===== src/rtl/vga_pkg.sv =====
// Shared VGA timing constants, counter widths and sync decoder FSM encoding.
// Default geometry is 800x600 with 1056-clock lines and 628-line frames.
package vga_pkg;

  localparam int XW = 11;
  localparam int YW = 10;

  localparam int HA_END = 799;
  localparam int HS_STA = 840;
  localparam int LINE   = 1056;
  localparam int VA_END = 599;
  localparam int VS_STA = 600;
  localparam int SCREEN = 628;

  typedef enum logic [1:0] {
    ST_HUNT    = 2'd0,
    ST_MEASURE = 2'd1,
    ST_LOCKED  = 2'd2
  } sync_state_t;

endpackage


===== src/rtl/sync_edge_detect.sv =====
// Two-flop input register with rise/fall strobes.
// Strobes compare the first and second stage.
module sync_edge_detect (
  input  logic clk,
  input  logic rst_n,
  input  logic d,
  output logic rise,
  output logic fall
);

  logic s1, s2;

  always_ff @(posedge clk or negedge rst_n) begin
    if (!rst_n) begin
      s1 <= 1'b0;
      s2 <= 1'b0;
    end else begin
      s1 <= d;
      s2 <= s1;
    end
  end

  assign rise = s1 & ~s2;
  assign fall = ~s1 & s2;

endmodule


===== src/rtl/vga_sync_decoder.sv =====
// Hs/Vs timing measurement, lock FSM and pixel coordinate recovery.
// Define VGA_SYNC_DECODER_ACTIVE_EN to add the registered ACTIVE port.
module vga_sync_decoder
  import vga_pkg::*;
#(
  parameter int HS_RISE_X   = HS_STA,
  parameter int VS_RISE_Y   = VS_STA,
`ifdef VGA_SYNC_DECODER_ACTIVE_EN
  parameter int HA_END      = vga_pkg::HA_END,
  parameter int VA_END      = vga_pkg::VA_END,
`endif
  parameter int LOCK_FRAMES = 2
) (
  input  logic          PIXEL_CLOCK,
  input  logic          RESET_N,
  input  logic          Hs,
  input  logic          Vs,
  output logic [XW-1:0] LINE_LEN,
  output logic [XW-1:0] HS_WIDTH,
  output logic [YW-1:0] FRAME_LINES,
  output logic [YW-1:0] VS_WIDTH,
  output logic          LOCKED,
  output logic          NO_SIGNAL,
  output logic [XW-1:0] REC_X,
  output logic [YW-1:0] REC_Y
`ifdef VGA_SYNC_DECODER_ACTIVE_EN
  ,
  output logic          ACTIVE
`endif
);

  localparam logic [XW-1:0] X_LOAD = XW'(HS_RISE_X);
  localparam logic [YW-1:0] Y_LOAD = YW'(VS_RISE_Y);
  localparam logic [2:0]    LF     = 3'(LOCK_FRAMES);

  logic hs_rise, hs_fall;
  logic vs_rise, vs_fall;

  sync_edge_detect u_hs (
    .clk   (PIXEL_CLOCK),
    .rst_n (RESET_N),
    .d     (Hs),
    .rise  (hs_rise),
    .fall  (hs_fall)
  );

  sync_edge_detect u_vs (
    .clk   (PIXEL_CLOCK),
    .rst_n (RESET_N),
    .d     (Vs),
    .rise  (vs_rise),
    .fall  (vs_fall)
  );

  sync_state_t   state;
  logic [2:0]    match;
  logic [XW-1:0] h_cnt, hs_w_cap, first_len;
  logic [XW-1:0] rec_x;
  logic [YW-1:0] v_cnt, vs_cnt, vs_w_cap;
  logic [YW-1:0] prev_frame, rec_y;
  logic          vs_hi, got_first, line_ok;

  logic [XW-1:0] h_meas;
  logic          timeout, frame_ok;
  logic          lock_bad;

  assign h_meas  = h_cnt + 1'b1;
  assign timeout = ~hs_rise & (h_cnt >= 11'd2046);

  assign frame_ok = got_first & line_ok &
                    (v_cnt == prev_frame);

  assign lock_bad =
    (hs_rise & (h_meas != LINE_LEN)) |
    (vs_rise & (v_cnt != FRAME_LINES));

  // vs_hi mirrors the second Vs register stage
  always_ff @(posedge PIXEL_CLOCK or negedge RESET_N) begin
    if (!RESET_N) begin
      h_cnt      <= '0;
      hs_w_cap   <= '0;
      v_cnt      <= '0;
      vs_hi      <= 1'b0;
      vs_cnt     <= '0;
      vs_w_cap   <= '0;
      got_first  <= 1'b0;
      first_len  <= '0;
      line_ok    <= 1'b0;
      prev_frame <= '0;
      NO_SIGNAL  <= 1'b0;
    end else begin
      if (hs_rise)
        h_cnt <= '0;
      else if (h_cnt != '1)
        h_cnt <= h_meas;

      if (hs_fall)
        hs_w_cap <= h_meas;

      if (vs_rise)
        v_cnt <= {{(YW-1){1'b0}}, hs_rise};
      else if (hs_rise && v_cnt != '1)
        v_cnt <= v_cnt + 1'b1;

      if (vs_rise)
        vs_hi <= 1'b1;
      else if (vs_fall)
        vs_hi <= 1'b0;

      if (vs_rise)
        vs_cnt <= '0;
      else if (hs_rise && vs_hi && vs_cnt != '1)
        vs_cnt <= vs_cnt + 1'b1;

      if (vs_fall)
        vs_w_cap <= vs_cnt + YW'(hs_rise & vs_hi);

      if (vs_rise) begin
        got_first  <= hs_rise;
        first_len  <= h_meas;
        line_ok    <= 1'b1;
        prev_frame <= v_cnt;
      end else if (hs_rise) begin
        if (!got_first) begin
          got_first <= 1'b1;
          first_len <= h_meas;
        end else if (h_meas != first_len) begin
          line_ok <= 1'b0;
        end
      end

      if (hs_rise)
        NO_SIGNAL <= 1'b0;
      else if (timeout)
        NO_SIGNAL <= 1'b1;
    end
  end

  always_ff @(posedge PIXEL_CLOCK or negedge RESET_N) begin
    if (!RESET_N) begin
      state       <= ST_HUNT;
      match       <= '0;
      LINE_LEN    <= '0;
      HS_WIDTH    <= '0;
      FRAME_LINES <= '0;
      VS_WIDTH    <= '0;
    end else if (timeout) begin
      state <= ST_HUNT;
      match <= '0;
    end else begin
      unique case (state)
        ST_HUNT: begin
          if (vs_rise) begin
            state <= ST_MEASURE;
            match <= '0;
          end
        end
        ST_MEASURE: begin
          if (vs_rise) begin
            if (frame_ok) begin
              LINE_LEN    <= first_len;
              HS_WIDTH    <= hs_w_cap;
              FRAME_LINES <= v_cnt;
              VS_WIDTH    <= vs_w_cap;
              if (match + 3'd1 == LF) begin
                state <= ST_LOCKED;
                match <= '0;
              end else begin
                match <= match + 3'd1;
              end
            end else begin
              match <= '0;
            end
          end
        end
        ST_LOCKED: begin
          if (lock_bad) begin
            state <= ST_HUNT;
          end else if (vs_rise) begin
            LINE_LEN    <= first_len;
            HS_WIDTH    <= hs_w_cap;
            FRAME_LINES <= v_cnt;
            VS_WIDTH    <= vs_w_cap;
          end
        end
        default: state <= ST_HUNT;
      endcase
    end
  end

  always_ff @(posedge PIXEL_CLOCK or negedge RESET_N) begin
    if (!RESET_N) begin
      rec_x <= '0;
      rec_y <= '0;
    end else begin
      if (hs_rise)
        rec_x <= X_LOAD;
      else if (rec_x == LINE_LEN - 1'b1)
        rec_x <= '0;
      else
        rec_x <= rec_x + 1'b1;

      if (vs_rise)
        rec_y <= Y_LOAD;
      else if (hs_rise) begin
        if (rec_y == FRAME_LINES - 1'b1)
          rec_y <= '0;
        else
          rec_y <= rec_y + 1'b1;
      end
    end
  end

  assign LOCKED = (state == ST_LOCKED);
  assign REC_X  = LOCKED ? rec_x : '0;
  assign REC_Y  = LOCKED ? rec_y : '0;

`ifdef VGA_SYNC_DECODER_ACTIVE_EN
  always_ff @(posedge PIXEL_CLOCK or negedge RESET_N) begin
    if (!RESET_N)
      ACTIVE <= 1'b0;
    else
      ACTIVE <= LOCKED &&
                (REC_X <= XW'(HA_END)) &&
                (REC_Y <= YW'(VA_END));
  end
`endif

endmodule


===== config.mk =====
export PLATFORM = sky130hd
export DESIGN_NAME = vga_sync_decoder
export DESIGN_NICKNAME = d
export VERILOG_FILES = /design/src/rtl/vga_pkg.sv /design/src/rtl/sync_edge_detect.sv /design/src/rtl/vga_sync_decoder.sv
export SDC_FILE = /design/constraint.sdc
export NUM_CORES = 1
export LEC_CHECK = 0
export CORE_MARGIN = 5
export CORE_UTILIZATION = 26
export CTS_CLUSTER_SIZE = 24
export DETAILED_ROUTE_END_ITERATION = 7
export MAX_ROUTING_LAYER = met4
export SLEW_MARGIN = 10
export SYNTH_ARGS = -nofsm -noshare
export SYNTH_HDL_FRONTEND = slang
export SYNTH_SLANG_ARGS = --single-unit
export TNS_END_PERCENT = 30

===== constraint.sdc =====
create_clock -name PIXEL_CLOCK -period 3.9 [get_ports PIXEL_CLOCK]
set_input_delay 0.585 -clock PIXEL_CLOCK [delete_from_list [all_inputs] [get_ports PIXEL_CLOCK]]
set_output_delay 0.585 -clock PIXEL_CLOCK [all_outputs]
set_load 0.005 [all_outputs]

=== Word-level counts from Yosys, hierarchy flattened ===
Index checks and enable logic that the tools add are counted.

* Register bits after elaboration: 149
* Bits of input ports: 4
* Output and inout bits: 65
* Word-level logic and storage cells: 150

* Add/sub/neg operators: 9
* Magnitude comparators: 1
* Equality and inequality tests: 22
* Muxes and demuxes: 59
* Bitwise logic cells: 17
* Reduce and logical (&&, ||, !) cells: 19

{| class="wikitable"
|+ Operator list
! kind !! count
|-
| $mux W11 || 16
|-
| $mux W10 || 16
|-
| $pmux W11 S2 || 2
|-
| $pmux W10 S2 || 2
|-
| $add A10 B1 Y10 const B || 3
|-
| $add A11 B1 Y11 const B || 2
|-
| $ne A11 B11 Y1 || 2
|-
| $eq A10 B10 Y1 || 2
|-
| $ne A10 B10 Y1 const B || 2
|-
| $reduce_bool A2 Y1 || 9
|-
| $mux W3 || 5
|-
| $mux W2 || 6
|-
| $ne A3 B3 Y1 const B || 4
|-
| $eq A11 B11 Y1 || 1
|-
| $ge A11 B11 Y1 const B || 1
|-
| $ne A11 B11 Y1 const B || 1
|-
| $sub A11 B1 Y11 const B || 1
|-
| $add A10 B1 Y10 || 1
|-
| $and A1 B1 Y1 || 10
|-
| $mux W1 || 10
|-
| $ne A10 B10 Y1 || 1
|-
| $sub A10 B1 Y10 const B || 1
|-
| $ne A2 B2 Y1 const B || 4
|-
| $not A1 Y1 || 6
|-
| other kinds (16) || 19
|}

=== Depth between registers and ports, before layout ===
* Depth in word-level cells: 7
* Depth in mapped cells: 11
* Gate-level depth less buffers: 9

=== By module ===
A second synthesis with hierarchy kept.

* Cell total of the unflattened synthesis: 787
* Area total of the unflattened synthesis: 8100.3 um^2

{| class="wikitable"
|+ Modules (own cells, without submodules)
! module !! times used !! cells an instance !! area an instance (um^2) !! seq. area each (um^2)
|-
| vga_sync_decoder || 1 || 779 || 7970.1 || 3628.5
|-
| sync_edge_detect || 2 || 4 || 65.1 || 50.0
|}

=== Worst setup path after synthesis ===
Ideal clock, no wire load.

* Path kind: reg-to-reg
* From: register h_cnt[0]
* To: register FRAME_LINES[9]
* Setup time: 0.125 ns
* Arrival: 2.725 ns
* Data required time: 3.775 ns
* Slack: 1.050 ns
* Cell stages (with the launch flop): 10
* Buffers on the path: 1
* Period minus slack after synthesis: 2.850 ns
* Path through: dfrtp_1 ha_1 nand4_1 nor3_2 xnor2_2 xnor2_1 or4b_1 o32ai_4 buf_6 mux2_2

* Cells in the longest elaborated chain, start to end: 6
* Elaborated cells on any way between the ends: 9
* Classes of those cells: 1 x add/sub; 1 x order compare; 2 x eq/ne; 4 x bitwise; 1 x reduce/logical

{| class="wikitable"
|+ Ends and longest elaborated chain
! what !! line !! text
|-
| from (decl) || vga_sync_decoder.sv:57 || <nowiki>logic [XW-1:0] h_cnt, hs_w_cap, first_len;</nowiki>
|-
| from (signal assigned) || vga_sync_decoder.sv:95 || <nowiki>h_cnt <= h_meas;</nowiki>
|-
| $add A11 B1 Y11 || vga_sync_decoder.sv:67 || <nowiki>assign h_meas = h_cnt + 1'b1;</nowiki>
|-
| $ne A11 B11 Y1 || vga_sync_decoder.sv:74 || <nowiki>(hs_rise & (h_meas != LINE_LEN)) |</nowiki>
|-
| $and A1 B1 Y1 || vga_sync_decoder.sv:74 ||
|-
| $or A1 B1 Y1 || vga_sync_decoder.sv:74 ||
|-
| $ne A2 B2 Y1 (no line) || -- ||
|-
| $reduce_and A6 Y1 (no line) * || -- ||
|-
| to (signal assigned) || vga_sync_decoder.sv:163 || <nowiki>FRAME_LINES <= v_cnt;</nowiki>
|-
| to (signal assigned) || vga_sync_decoder.sv:182 || <nowiki>FRAME_LINES <= v_cnt;</nowiki>
|-
| to (decl) || vga_sync_decoder.sv:20 || <nowiki>output logic [YW-1:0] FRAME_LINES,</nowiki>
|}

Mark *: on every way between the ends. The rest lies on a longest branch, timed or not.
A chain may end at the register's enable or synchronous reset.

=== Final worst setup path ===
Same ends and word-level chain as after synthesis.

==> impl_metrics.csv <==
group,metric,value,unit
timing,final_max_slew_viol_count,0,
worst_setup_path,worstPathCellList,"ha_1 > nand4_1 > nor3_2 > xnor2_2 > xnor2_1 > or4b_1 > o32ai_4 > buf_4 > mux2_2",
yosys,synth_top_family_by_area,"simple AND/OR/NAND/NOR gates",
timing,max_freq,0.316,GHz
layout,antennaDiodeCount,0,
timing,finalHoldViolCount,0,
clock_network,cts_buffers,17,
worst_setup_path,crit_cells,9,
placed_design,post-place-ws,0.731,ns
route,routedWlPerCell,14.9,um
global_routing,grt_pass1_wl,30200,um
route,drt_iter0_drc,326,
yosys,synth_compound_area_share,7.85,%
route,wirelength,18100,um
route,ant_nets,0,
yosys,seq_area_frac_synth,47.7,%
worst_setup_path,cpPeakStageDelay,0.52,ns
route,vias,5582,
timing,clock_skew,0.0118,ns
yosys,syn_area,7820,sq um
floorplanning,coreArea,29600,sq um
layout,multi_input_area,3820,sq um
clock_network,cts_tree,"done",
timing,slew_headroom,40.7,%
yosys,synth_edf_count,0,
worst_setup_path,crit_buf_inv,1,
layout,final_util,31.9,%
yosys,async_flop_share,100,%
timing,worst_slew_pin_slew,0.890,ns
worst_setup_path,end_kind,"register",
clock_network,clk_latency,0.43,ns
clock_network,clockBufferDepth,2,
yosys,synth_cell_types,57,
route,avgViaCountPerCell,4.61,
yosys,synth_cells,759,
worst_setup_path,crit_type,"reg -> reg",
route,drc,0,
layout,design_area,9460,sq um
floorplanning,rows,63,
worst_setup_path,worstPathArrival,3.47,ns
placed_design,place_area,8860,sq um
yosys,syn-num-nets,777,
yosys,synth-main-ff-cell,"dfrtp_1",
floorplanning,dieArea,33700,sq um
clock_network,cts.htree.levels,4,
timing,post-route-period-util,81.1,%
global_routing,grt_overflow,0,
floorplanning,die-height,183,um
clock_network,hold_buffers,0,
global_routing,grt_max_degree,81,
yosys,yosys.area_share.adder,2.24,%
placed_design,place_congestion,0.850,
yosys,synthXorXnorAreaFrac,13.4,%
global_routing,grt_pass1_vias,5735,
min_path,min_path_type,"in -> async",
timing,final-setup-viol-count,0,
layout,synthToLayoutAreaGrowth,20.9,%
placed_design,dpl.hpwl,12800,um
worst_setup_path,ff2ff_setup_slack,0.74,ns
yosys,ys_seq_elements,149,
clock_network,path_clk_slew,0.07,ns
run,maxCapViolCount,0,
power,powerDensity,544,nW/um^2
timing,setup-tns-final,0,ns
yosys,syn_area_per_cell,10.3,sq um
layout,layout.nets,827,
yosys,synth_mux_area_share,8.67,%
global_routing,grt_antenna_before_repair,0,
worst_setup_path,rr_worst_depth,9,
power,cellLeakagePower,0.00406,uW
worst_setup_path,r2r-end,"FRAME_LINES[9]",
worst_setup_path,crit_family,"simple AND/OR/NAND/NOR gates",
timing,period_minus_slack,3.16,ns
clock_network,post-cts-setup-buffer-count,0,
worst_setup_path,crit_end,"FRAME_LINES[9]",
yosys,yosysWarnings,0,
floorplanning,start_util,26.4,%
timing,timing.final.ws_setup,0.738,ns
worst_setup_path,slowest_stage,"or4b_1",
placed_design,portBuffers,68,
layout,drive_gt1_share,9.37,%
worst_setup_path,worstPathMaxFanout,24,
yosys,synthSimpleGateAreaFrac,16.6,%
worst_setup_path,crit_path_start_kind,"register",
floorplanning,pin_count,69,
clock_network,clkSinkCount,149,
worst_setup_path,worstPathRequired,4.21,ns
floorplanning,die_w,183,um
route,firstDrtPassIters,4,
global_routing,grt_use_total,11.4,%
layout,nFillCells,3050,
worst_setup_path,r2r-start,"h_cnt[0]",
power,peakVddDrop,0.336,mV
clock_network,cts_resized,0,
layout,regArea,3730,sq um
worst_setup_path,cp-startpoint,"h_cnt[0]",
timing,grt_setup_unrepaired,"false",
clock_network,root_buffer,"clkbuf_16",
run_status,outcome,"completed",
[cell usage after synthesis (all sizes together) (3+ instances only)]
cell type	number	share of area, %
dfrtp	149	48
nor2	74	3.6
xnor2	59	6.7
mux2	54	7.8
xor2	52	5.8
nand2	44	2.1
a21oi	37	2.4
nand3	37	2.4
clkbuf	34	1.6
o21ai	34	2.2
and2	20	1.6
inv	20	0.96
ha	14	2.2
nor3	14	1.1
nand4	13	1.1
and3	11	0.88
buf	10	0.99
mux2i	7	0.90
nand2b	7	0.56
nor4	7	0.56
or3	6	0.48
or4	6	0.58
nor2b	5	0.40
o221ai	4	0.45
nand3b	3	0.29
o21a	3	0.29
o31ai	3	0.29
xnor3	3	0.86
[placed cells by master (no fill, tap or decap), types with 5 or more instances in the layout]
cell type,instances
nand2_1,44
nor3_1,11
mux2_2,25
nor2b_1,5
nand3_1,37
nor4_1,7
o21ai_0,33
dfrtp_1,149
nor2_1,74
xor2_1,52
and2_1,20
ha_1,14
inv_6,7
mux2_1,29
buf_4,6
inv_1,19
a21oi_1,37
clkbuf_16,17
mux2i_1,7
or3_1,6
or4_1,6
and3_1,11
clkdlybuf4s50_1,67
xnor2_1,58
nand2b_1,7
nand4_1,12
[state kept, by name (all words and copies together), names as in the netlist, 2 cells and up]
name / flops
v_cnt: 10
vs_cnt: 10
rec_y: 10
FRAME_LINES: 10
LINE_LEN: 11
hs_w_cap: 11
VS_WIDTH: 10
rec_x: 11
first_len: 11
match: 3
HS_WIDTH: 11
state: 2
h_cnt: 11
vs_w_cap: 10
prev_frame: 10
[how the worst min path moves through the flow]
stage / slack (ns) / end / start
final: 0.20 / rec_x[5] / RESET_N
after CTS: 0.24 / rec_x[2] / RESET_N
after global routing: 0.28 / rec_x[5] / RESET_N
after floorplan: 0.29 / FRAME_LINES[0] / RESET_N
after global placement: 0.40 / u_hs.s2 / u_hs.s1
after detailed placement: 0.41 / u_hs.s2 / u_hs.s1
[metrics by stage]
stage	hold WS, ns	total power (uW)	cells
3_5_place_dp	0.411	3490	1180
3_3_place_gp	0.400	3470	1180
5_1_grt	0.277	5450	1212
4_1_cts	0.237	5220	1212
2_1_floorplan	0.289	2950	759
6_report	0.198	5140	1212
[kinds of logic (layout without fill, tap and decap cells)]
family	after synthesis	in the layout
buffers and inverters	64	127
adders and majority gates	14	14
and+or+nand+nor	257	257
DFF	149	149
muxes	61	61
xor gates and xnor gates	114	114
AOI/OAI and AO/OA	100	100
[worst register-to-register path, delay by kind of cell, from the launching register on]
kind	cells	cell delay [ns]
and+or+nand+nor	3	0.94
DFF	1	0.48
buffers and inverters	1	0.38
muxes	1	0.38
xor gates and xnor gates	2	0.33
adders and majority gates	1	0.30
AOI/OAI and AO/OA	1	0.23
[per-layer routing]
layer / part of all wire (%) / up-vias / GRT usage [%]
met5: 0 / - / -
met4: 1.1 / 0 / 2.62
met3: 4.8 / 19 / 2.99
met2: 48 / 106 / 18.4
met1: 46 / 2740 / 14.3
li1: - / 2717 / -
[power by group]
part | total, uW | switching, uW | internal, uW
Sequential | 2130 | 342 | 1790
Clock | 1690 | 723 | 972
Combinational | 1320 | 588 | 730
Total | 5140 | 1650 | 3490
[final cells by class]
class	count	share of cell area [%]
inverter	20	0.793
clock buffer	17	4.50
multi-input combinational	546	40.4
clock inverter	15	1.90
sequential	149	39.4
timing repair buffer	75	7.89
tap	390	5.16
(Power assumes the default switching activity.)
